[config.mk]
export PLATFORM = sky130hd
export DESIGN_NAME = register_display_scheduler
export DESIGN_NICKNAME = d
export VERILOG_FILES = /design/src/rtl/register_display_scheduler_pkg.sv /design/src/rtl/register_change_tracker.sv /design/src/rtl/register_display_scheduler.sv
export SDC_FILE = /design/constraint.sdc
export NUM_CORES = 1
export LEC_CHECK = 0
export CAP_MARGIN = 20
export CORE_ASPECT_RATIO = 1.25
export CORE_MARGIN = 10
export CORE_UTILIZATION = 55
export CTS_BUF_LIST = sky130_fd_sc_hd__clkbuf_4
export DETAILED_ROUTE_END_ITERATION = 8
export PLACE_DENSITY = 0.78
export SLEW_MARGIN = 5
export SYNTH_ARGS = -nofsm -noshare
export SYNTH_HDL_FRONTEND = slang
export SYNTH_HIERARCHICAL = 1
export SYNTH_SLANG_ARGS = --single-unit
[constraint.sdc]
create_clock -name clk -period 15.05 [get_ports clk]
set_clock_uncertainty 0.2 [all_clocks]
set_input_delay 3.01 -clock clk [delete_from_list [all_inputs] [get_ports clk]]
set_output_delay 3.01 -clock clk [all_outputs]
set_load 0.01 [all_outputs]
[src/rtl/register_display_scheduler_pkg.sv]
// Shared constants, FSM encoding and bus helpers for the register display scheduler.
package register_display_scheduler_pkg;

    localparam int unsigned NUM_REGS     = 11;
    localparam int unsigned REG_WIDTH    = 16;
    localparam int unsigned REGBUS_WIDTH = NUM_REGS * REG_WIDTH;
    localparam int unsigned DELTA_Y      = 40;
    localparam int unsigned HOLD_FRAMES  = 30;
    localparam int unsigned HOLD_W       = 5;
    localparam int unsigned IDX_W        = 4;
    localparam int unsigned COORD_W      = 11;
    localparam int unsigned GEOM_W       = 12;

    typedef enum logic [1:0] {
        IDLE  = 2'd0,
        ARMED = 2'd1,
        SCAN  = 2'd2,
        DONE  = 2'd3
    } sched_state_t;

    // Register 0 lives in the most significant slice of the bus.
    function automatic logic [REG_WIDTH-1:0] get_reg(
        input logic [REGBUS_WIDTH-1:0] bus,
        input int                      idx
    );
        return bus[REGBUS_WIDTH - 1 - idx * REG_WIDTH -: REG_WIDTH];
    endfunction

endpackage

[src/rtl/register_change_tracker.sv]
// Per-frame register snapshot with change detection and highlight hold counters.
// Ports:
//   clk, rst        pixel clock, synchronous active-low reset
//   frame_start     captures the bus into the snapshot (previous snapshot kept)
//   registers       live register bus
//   rd_index        register to read out of the snapshot
//   rd_value        snapshot value of rd_index (combinational read)
//   rd_changed      rd_index is still within its highlight window (combinational read)
module register_change_tracker
    import register_display_scheduler_pkg::*;
(
    input  logic                    clk,
    input  logic                    rst,
    input  logic                    frame_start,
    input  logic [REGBUS_WIDTH-1:0] registers,
    input  logic [IDX_W-1:0]        rd_index,
    output logic [REG_WIDTH-1:0]    rd_value,
    output logic                    rd_changed
);

    logic [REG_WIDTH-1:0] snap [NUM_REGS];
    logic [REG_WIDTH-1:0] prev [NUM_REGS];
    logic [HOLD_W-1:0]    hold [NUM_REGS];
    logic                 cmp_pending;

    // Snapshot on frame_start; compare the two snapshots one cycle later.
    always_ff @(posedge clk) begin
        if (!rst) begin
            cmp_pending <= 1'b0;
            for (int i = 0; i < int'(NUM_REGS); i++) begin
                snap[i] <= '0;
                prev[i] <= '0;
                hold[i] <= '0;
            end
        end else begin
            cmp_pending <= frame_start;
            if (frame_start) begin
                for (int i = 0; i < int'(NUM_REGS); i++) begin
                    prev[i] <= snap[i];
                    snap[i] <= get_reg(registers, i);
                end
            end
            if (cmp_pending) begin
                for (int i = 0; i < int'(NUM_REGS); i++) begin
                    if (snap[i] != prev[i]) begin
                        hold[i] <= HOLD_W'(HOLD_FRAMES);
                    end else if (hold[i] != '0) begin
                        hold[i] <= hold[i] - HOLD_W'(1);
                    end
                end
            end
        end
    end

    assign rd_value   = snap[rd_index];
    assign rd_changed = (hold[rd_index] != '0);

endmodule

[src/rtl/register_display_scheduler.sv]
// Shares one register renderer across all CPU registers by tracking the raster
// and selecting the register whose horizontal band holds the current line.
// Ports:
//   clk, rst                 pixel clock, synchronous active-low reset
//   frame_start, line_start  raster timing pulses (frame_start has priority)
//   y                        current raster line, valid with line_start
//   cx, cy                   centre of the register column
//   registers                live register bus
//   sel_*                    registered selection presented to the renderer
module register_display_scheduler
    import register_display_scheduler_pkg::*;
(
    input  logic                    clk,
    input  logic                    rst,
    input  logic                    frame_start,
    input  logic                    line_start,
    input  logic [COORD_W-1:0]      y,
    input  logic [COORD_W-1:0]      cx,
    input  logic [COORD_W-1:0]      cy,
    input  logic [REGBUS_WIDTH-1:0] registers,
    output logic [IDX_W-1:0]        sel_index,
    output logic [REG_WIDTH-1:0]    sel_value,
    output logic [COORD_W-1:0]      sel_cx,
    output logic [COORD_W-1:0]      sel_cy,
    output logic                    sel_valid,
    output logic                    sel_changed
);

    localparam logic signed [GEOM_W-1:0] HALF_SPAN = GEOM_W'(NUM_REGS * DELTA_Y / 2);
    localparam logic signed [GEOM_W-1:0] DELTA_S   = GEOM_W'(DELTA_Y);
    localparam logic signed [GEOM_W-1:0] HALF_BAND = GEOM_W'(DELTA_Y / 2);
    localparam logic [IDX_W-1:0]         LAST_IDX  = IDX_W'(NUM_REGS - 1);

    sched_state_t             state, state_nx;
    logic [IDX_W-1:0]         band, band_nx;
    logic signed [GEOM_W-1:0] boundary, boundary_nx;
    logic signed [GEOM_W-1:0] top_s, y_s;

    logic [IDX_W-1:0]         rd_index;
    logic [REG_WIDTH-1:0]     rd_value;
    logic                     rd_changed;

    logic [IDX_W-1:0]         index_nx;
    logic [REG_WIDTH-1:0]     value_nx;
    logic [COORD_W-1:0]       cx_nx, cy_nx;
    logic                     valid_nx, changed_nx;

    assign top_s = $signed({1'b0, cy}) - HALF_SPAN;
    assign y_s   = $signed({1'b0, y});

    register_change_tracker u_tracker (
        .clk         (clk),
        .rst         (rst),
        .frame_start (frame_start),
        .registers   (registers),
        .rd_index    (rd_index),
        .rd_value    (rd_value),
        .rd_changed  (rd_changed)
    );

    // State register: FSM, band counter and next band boundary.
    always_ff @(posedge clk) begin
        if (!rst) begin
            state    <= IDLE;
            band     <= '0;
            boundary <= '0;
        end else begin
            state    <= state_nx;
            band     <= band_nx;
            boundary <= boundary_nx;
        end
    end

    // Next-state logic; frame_start overrides a coincident line_start.
    always_comb begin
        state_nx    = state;
        band_nx     = band;
        boundary_nx = boundary;
        if (frame_start) begin
            state_nx = ARMED;
        end else if (line_start) begin
            case (state)
                ARMED: begin
                    if (y_s >= top_s) begin
                        state_nx    = SCAN;
                        band_nx     = '0;
                        boundary_nx = top_s + DELTA_S;
                    end
                end
                SCAN: begin
                    // At most one band per line, even if y is far past the boundary.
                    if (y_s >= boundary) begin
                        if (band == LAST_IDX) begin
                            state_nx = DONE;
                        end else begin
                            band_nx     = band + IDX_W'(1);
                            boundary_nx = boundary + DELTA_S;
                        end
                    end
                end
                default: ;
            endcase
        end
    end

    // Output logic: next selection, loaded only on raster pulses.
    always_comb begin
        rd_index   = band_nx;
        valid_nx   = sel_valid;
        index_nx   = sel_index;
        value_nx   = sel_value;
        cx_nx      = sel_cx;
        cy_nx      = sel_cy;
        changed_nx = sel_changed;
        if (frame_start || line_start) begin
            if (state_nx == SCAN) begin
                valid_nx   = 1'b1;
                index_nx   = band_nx;
                value_nx   = rd_value;
                cx_nx      = cx;
                // Centre sits half a band above the next boundary.
                cy_nx      = COORD_W'(boundary_nx - HALF_BAND);
                changed_nx = rd_changed;
            end else begin
                valid_nx   = 1'b0;
            end
        end
    end

    // Output registers.
    always_ff @(posedge clk) begin
        if (!rst) begin
            sel_valid   <= 1'b0;
            sel_index   <= '0;
            sel_value   <= '0;
            sel_cx      <= '0;
            sel_cy      <= '0;
            sel_changed <= 1'b0;
        end else begin
            sel_valid   <= valid_nx;
            sel_index   <= index_nx;
            sel_value   <= value_nx;
            sel_cx      <= cx_nx;
            sel_cy      <= cy_nx;
            sel_changed <= changed_nx;
        end
    end

endmodule
==> results.py <==
metrics = {
    "yosys": {
        "synth_area_um2": 23900,
        "synth_cell_type_count": 89,
        "synth-edff-count": 407,
        "synth_nets": 2214,
        "synth-warning-count": 6,
        "avgSynthCellArea_um2": 12.2,
        "async_reset_ff_share_pct": 0,
        "synth-main-ff-cell": "edfxtp_1",
        "yosysSeqAreaShare_pct": 56.5,
        "netlist_instances": 1951,
        "synth_seq_cells": 470,
    },
    "clock_network": {
        "cts_tree": "built",
        "cts-htree-levels": 3,
        "cts_root_buf": "clkbuf_4",
        "ctsResizeCount": 0,
        "clk_pin_slew_worst_paths_ns": 0.08,
        "cts_hold_buf": 0,
        "cts_buffers": 112,
        "clock_path_buffers": 3,
        "clock_latency_ns": 0.84,
        "clock-sinks": 470,
        "cts_setup_buffers": 0,
    },
    "finish": {
        "area_growth_syn_to_layout_pct": 18.0,
        "drive_gt1_share_pct": 12.2,
        "n_fill_cell": 3181,
        "nNetsFinal": 2476,
    },
    "placed_design": {
        "dp_hpwl_um": 49100,
        "port_buffers": 256,
        "gp_congestion": 0.940,
    },
    "floorplan": {
        "fp.dieH_um": 253,
        "dieWidth_um": 206,
        "core-area_um2": 43000,
        "start_util_pct": 55.5,
        "row_count": 85,
        "die_area_um2": 52200,
        "ios": 257,
    },
    "power": {
        "swShare_pct": 25.8,
        "p_sw_uw": 762,
        "pwr_density_cell_nw_per_um2": 105,
        "seq_power_share_pct": 54.8,
        "peakVddDrop_mv": 0.0621,
        "power.leakage_uw": 0.0119,
        "power.share.clock_pct": 34.3,
        "combPwrFrac_pct": 10.9,
        "p_int_uw": 2190,
    },
    "worst_setup_path": {
        "required_ns": 15.63,
        "crit_arrival_ns": 8.12,
        "timing.rr.start": "state[0]",
        "worstSetupPathType": "in -> reg",
        "worstRegToRegCells": 15,
        "endpoint_kind": "register",
        "worstPathMaxFanout": 43,
        "r2r_end": "sel_changed",
        "rrSetupSlack_ns": 10.55,
        "start_kind": "input pin",
    },
    "worst_hold_path": {
        "min_from": "sel_cx[9]",
        "min_to": "sel_cx[9]",
        "hold_path_depth": 2,
        "min_path_type": "reg -> reg",
    },
    "global_route": {
        "grt_start_max_net_pins": 192,
        "use_met3_pct": 6.25,
        "grt_util_met2_pct": 43.4,
        "grt_pass1_wl_um": 100000,
        "grt_busiest_layer": "met2",
        "grt_util_all_layers_pct": 25.2,
        "grt.overflow.total": 0,
        "grt_pass1_vias": 17487,
        "use_met1_pct": 27.9,
        "antenna_found_initial": 2,
    },
    "timing": {
        "period_minus_slack_ns": 7.53,
        "final-max-slew-violation-count": 0,
        "rsz0062_at_grt": "false",
        "fin_crit_sh_pct": 50.1,
        "tns_ns": 0,
        "hold_viol_final": 0,
        "hold_ws_ns": 0.258,
        "setup_violations": 0,
        "fmax_mhz": 133,
        "tightest_slew_ns": 1.08,
        "slew-limit-headroom_pct": 28.0,
    },
    "route": {
        "drc": 0,
        "num_vias": 17063,
        "via_per_inst": 5.95,
        "dr.pass1.iters": 5,
        "ant_nets": 0,
        "wl_per_cell_um": 23.2,
        "drt_iter0_markers": 1459,
        "routed_wl_um": 66400,
    },
    "job": {
        "maxCapViolations": 0,
    },
    "run_status": {
        "status": "completed",
    },
}
[per-layer routing]
| layer | up-vias | wire length, um |
|---|---|---|
| li1 | 7858 | - |
| met1 | 8293 | 23800 |
| met2 | 742 | 33600 |
| met3 | 170 | 5260 |
| met4 | 0 | 3740 |
| met5 | - | 0 |
[cell usage after synthesis (4+ instances only)]
cell type	number	share of area (%)
dfxtp_1	63	5.3
mux2i_1	7	0.29
mux4_2	47	4.4
clkbuf_1	99	1.6
nand3b_1	5	0.16
a21oi_1	46	0.96
inv_1	54	0.85
buf_2	12	0.25
a211o_1	4	0.15
o211a_1	7	0.29
buf_6	7	0.33
and2_1	44	1.2
ha_1	50	2.6
nor3b_1	4	0.13
a211oi_1	8	0.25
nand3_1	17	0.36
nor3_1	38	0.80
nand2b_1	6	0.16
o211ai_1	6	0.19
a21boi_1	23	0.72
nor4_1	53	1.4
nor4b_1	10	0.37
o21ai_0	31	0.65
edfxtp_1	407	51
nor2_1	88	1.4
nand2_1	125	2.0
xnor2_1	26	0.95
and3_1	327	8.6
a21boi_0	12	0.38
xor2_1	187	6.9
mux2_2	17	0.80
a221oi_1	6	0.22
nor2b_1	12	0.31
nand4_1	19	0.50
[sequential cells by signal, summed over array words and instances, names as in the netlist]
signal and cells:
sel_cx 11, sel_value 16, u_tracker/snap 176, sel_valid 1, sel_index 4, u_tracker/hold 55, u_tracker/prev 176, band 4
sel_changed 1, state 2, sel_cy 11, u_tracker/cmp_pending 1, boundary 12
[layout by cell type, fill, tap and decap left out, drive strengths merged, types with 48 or more instances in the layout]
cell	n
clkdlybuf4s50	254
nor4	55
ha	50
mux4	48
and3	329
xor2	187
nor2	88
inv	59
nand2	125
edfxtp	407
a21oi	48
dfxtp	63
clkbuf	156
[kinds of logic after synthesis]
| kind of cell | after synthesis | share of synthesized area [%] |
|---|---|---|
| buf+inv | 178 | 3.17 |
| fa+ha+maj | 50 | 2.62 |
| simple gates | 768 | 18.0 |
| xor+xnor | 214 | 7.91 |
| flops | 470 | 56.5 |
| mux | 72 | 5.64 |
| compound gates | 199 | 6.14 |
[worst max-delay path by stage]
stage	to	cells after the start	slack (ns)	startpoint
6_report	sel_changed	20	7.52	cy[4]
5_1_grt	sel_changed	20	7.18	cy[4]
4_1_cts	sel_changed	20	7.60	cy[2]
3_5_place_dp	sel_changed	20	6.70	cy[2]
3_3_place_gp	sel_changed	20	6.90	cy[4]
2_1_floorplan	u_tracker/prev[0][0]	3	2.18	frame_start
[critical path: stages]
cell	delay [ns]
clkdlybuf4s50_1	0.63
a31o_2	0.29
nor3b_1	0.26
nor2_1	0.12
ha_1	0.34
nand3b_1	0.10
mux2i_1	0.09
o22ai_1	0.23
o311ai_4	0.19
o211a_4	0.32
o21ai_2	0.28
o21ai_0	0.20
nand2_2	0.76
nor3_1	0.14
a221oi_1	0.31
a21oi_1	0.07
or2_2	0.31
a32oi_1	0.19
nand2_1	0.08
a21boi_1	0.13
[through the flow]
stage | instances | power (uW) | setup slack (ns) | cell area [um^2] | util (%)
3_5_place_dp | 2663 | 1960 | 6.70 | 26700 | 62.2
5_1_grt | 2867 | 3080 | 7.18 | 28200 | 65.5
4_1_cts | 2864 | 2970 | 7.60 | 28100 | 65.5
6_report | 2867 | 2950 | 7.52 | 28200 | 65.5
2_1_floorplan | 1951 | 1810 | 2.18 | 23900 | -
3_3_place_gp | 2663 | 1950 | 6.90 | 26700 | 62.2
[area by class of cell]
cell class                 count  area [um^2]  area share [%]
multi-input combinational   1303         9650            34.3
antenna                        2         5.00          0.0178
clock inverter                45          230           0.818
timing repair buffer         271         2700            9.59
clock buffer                 156         1170            4.16
tap                          565          707            2.51
inverter                      55          206           0.733
sequential                   470        13500            47.9
[power by group through the flow]
stage / Sequential, uW / Combinational (uW) / Clock [uW]
after floorplan: 1600 / 208 / 0
after global placement: 1640 / 308 / 0
after detailed placement: 1640 / 318 / 0
after CTS: 1620 / 320 / 1040
after global routing: 1620 / 352 / 1100
final: 1620 / 321 / 1010
(Power assumes the default switching activity.)
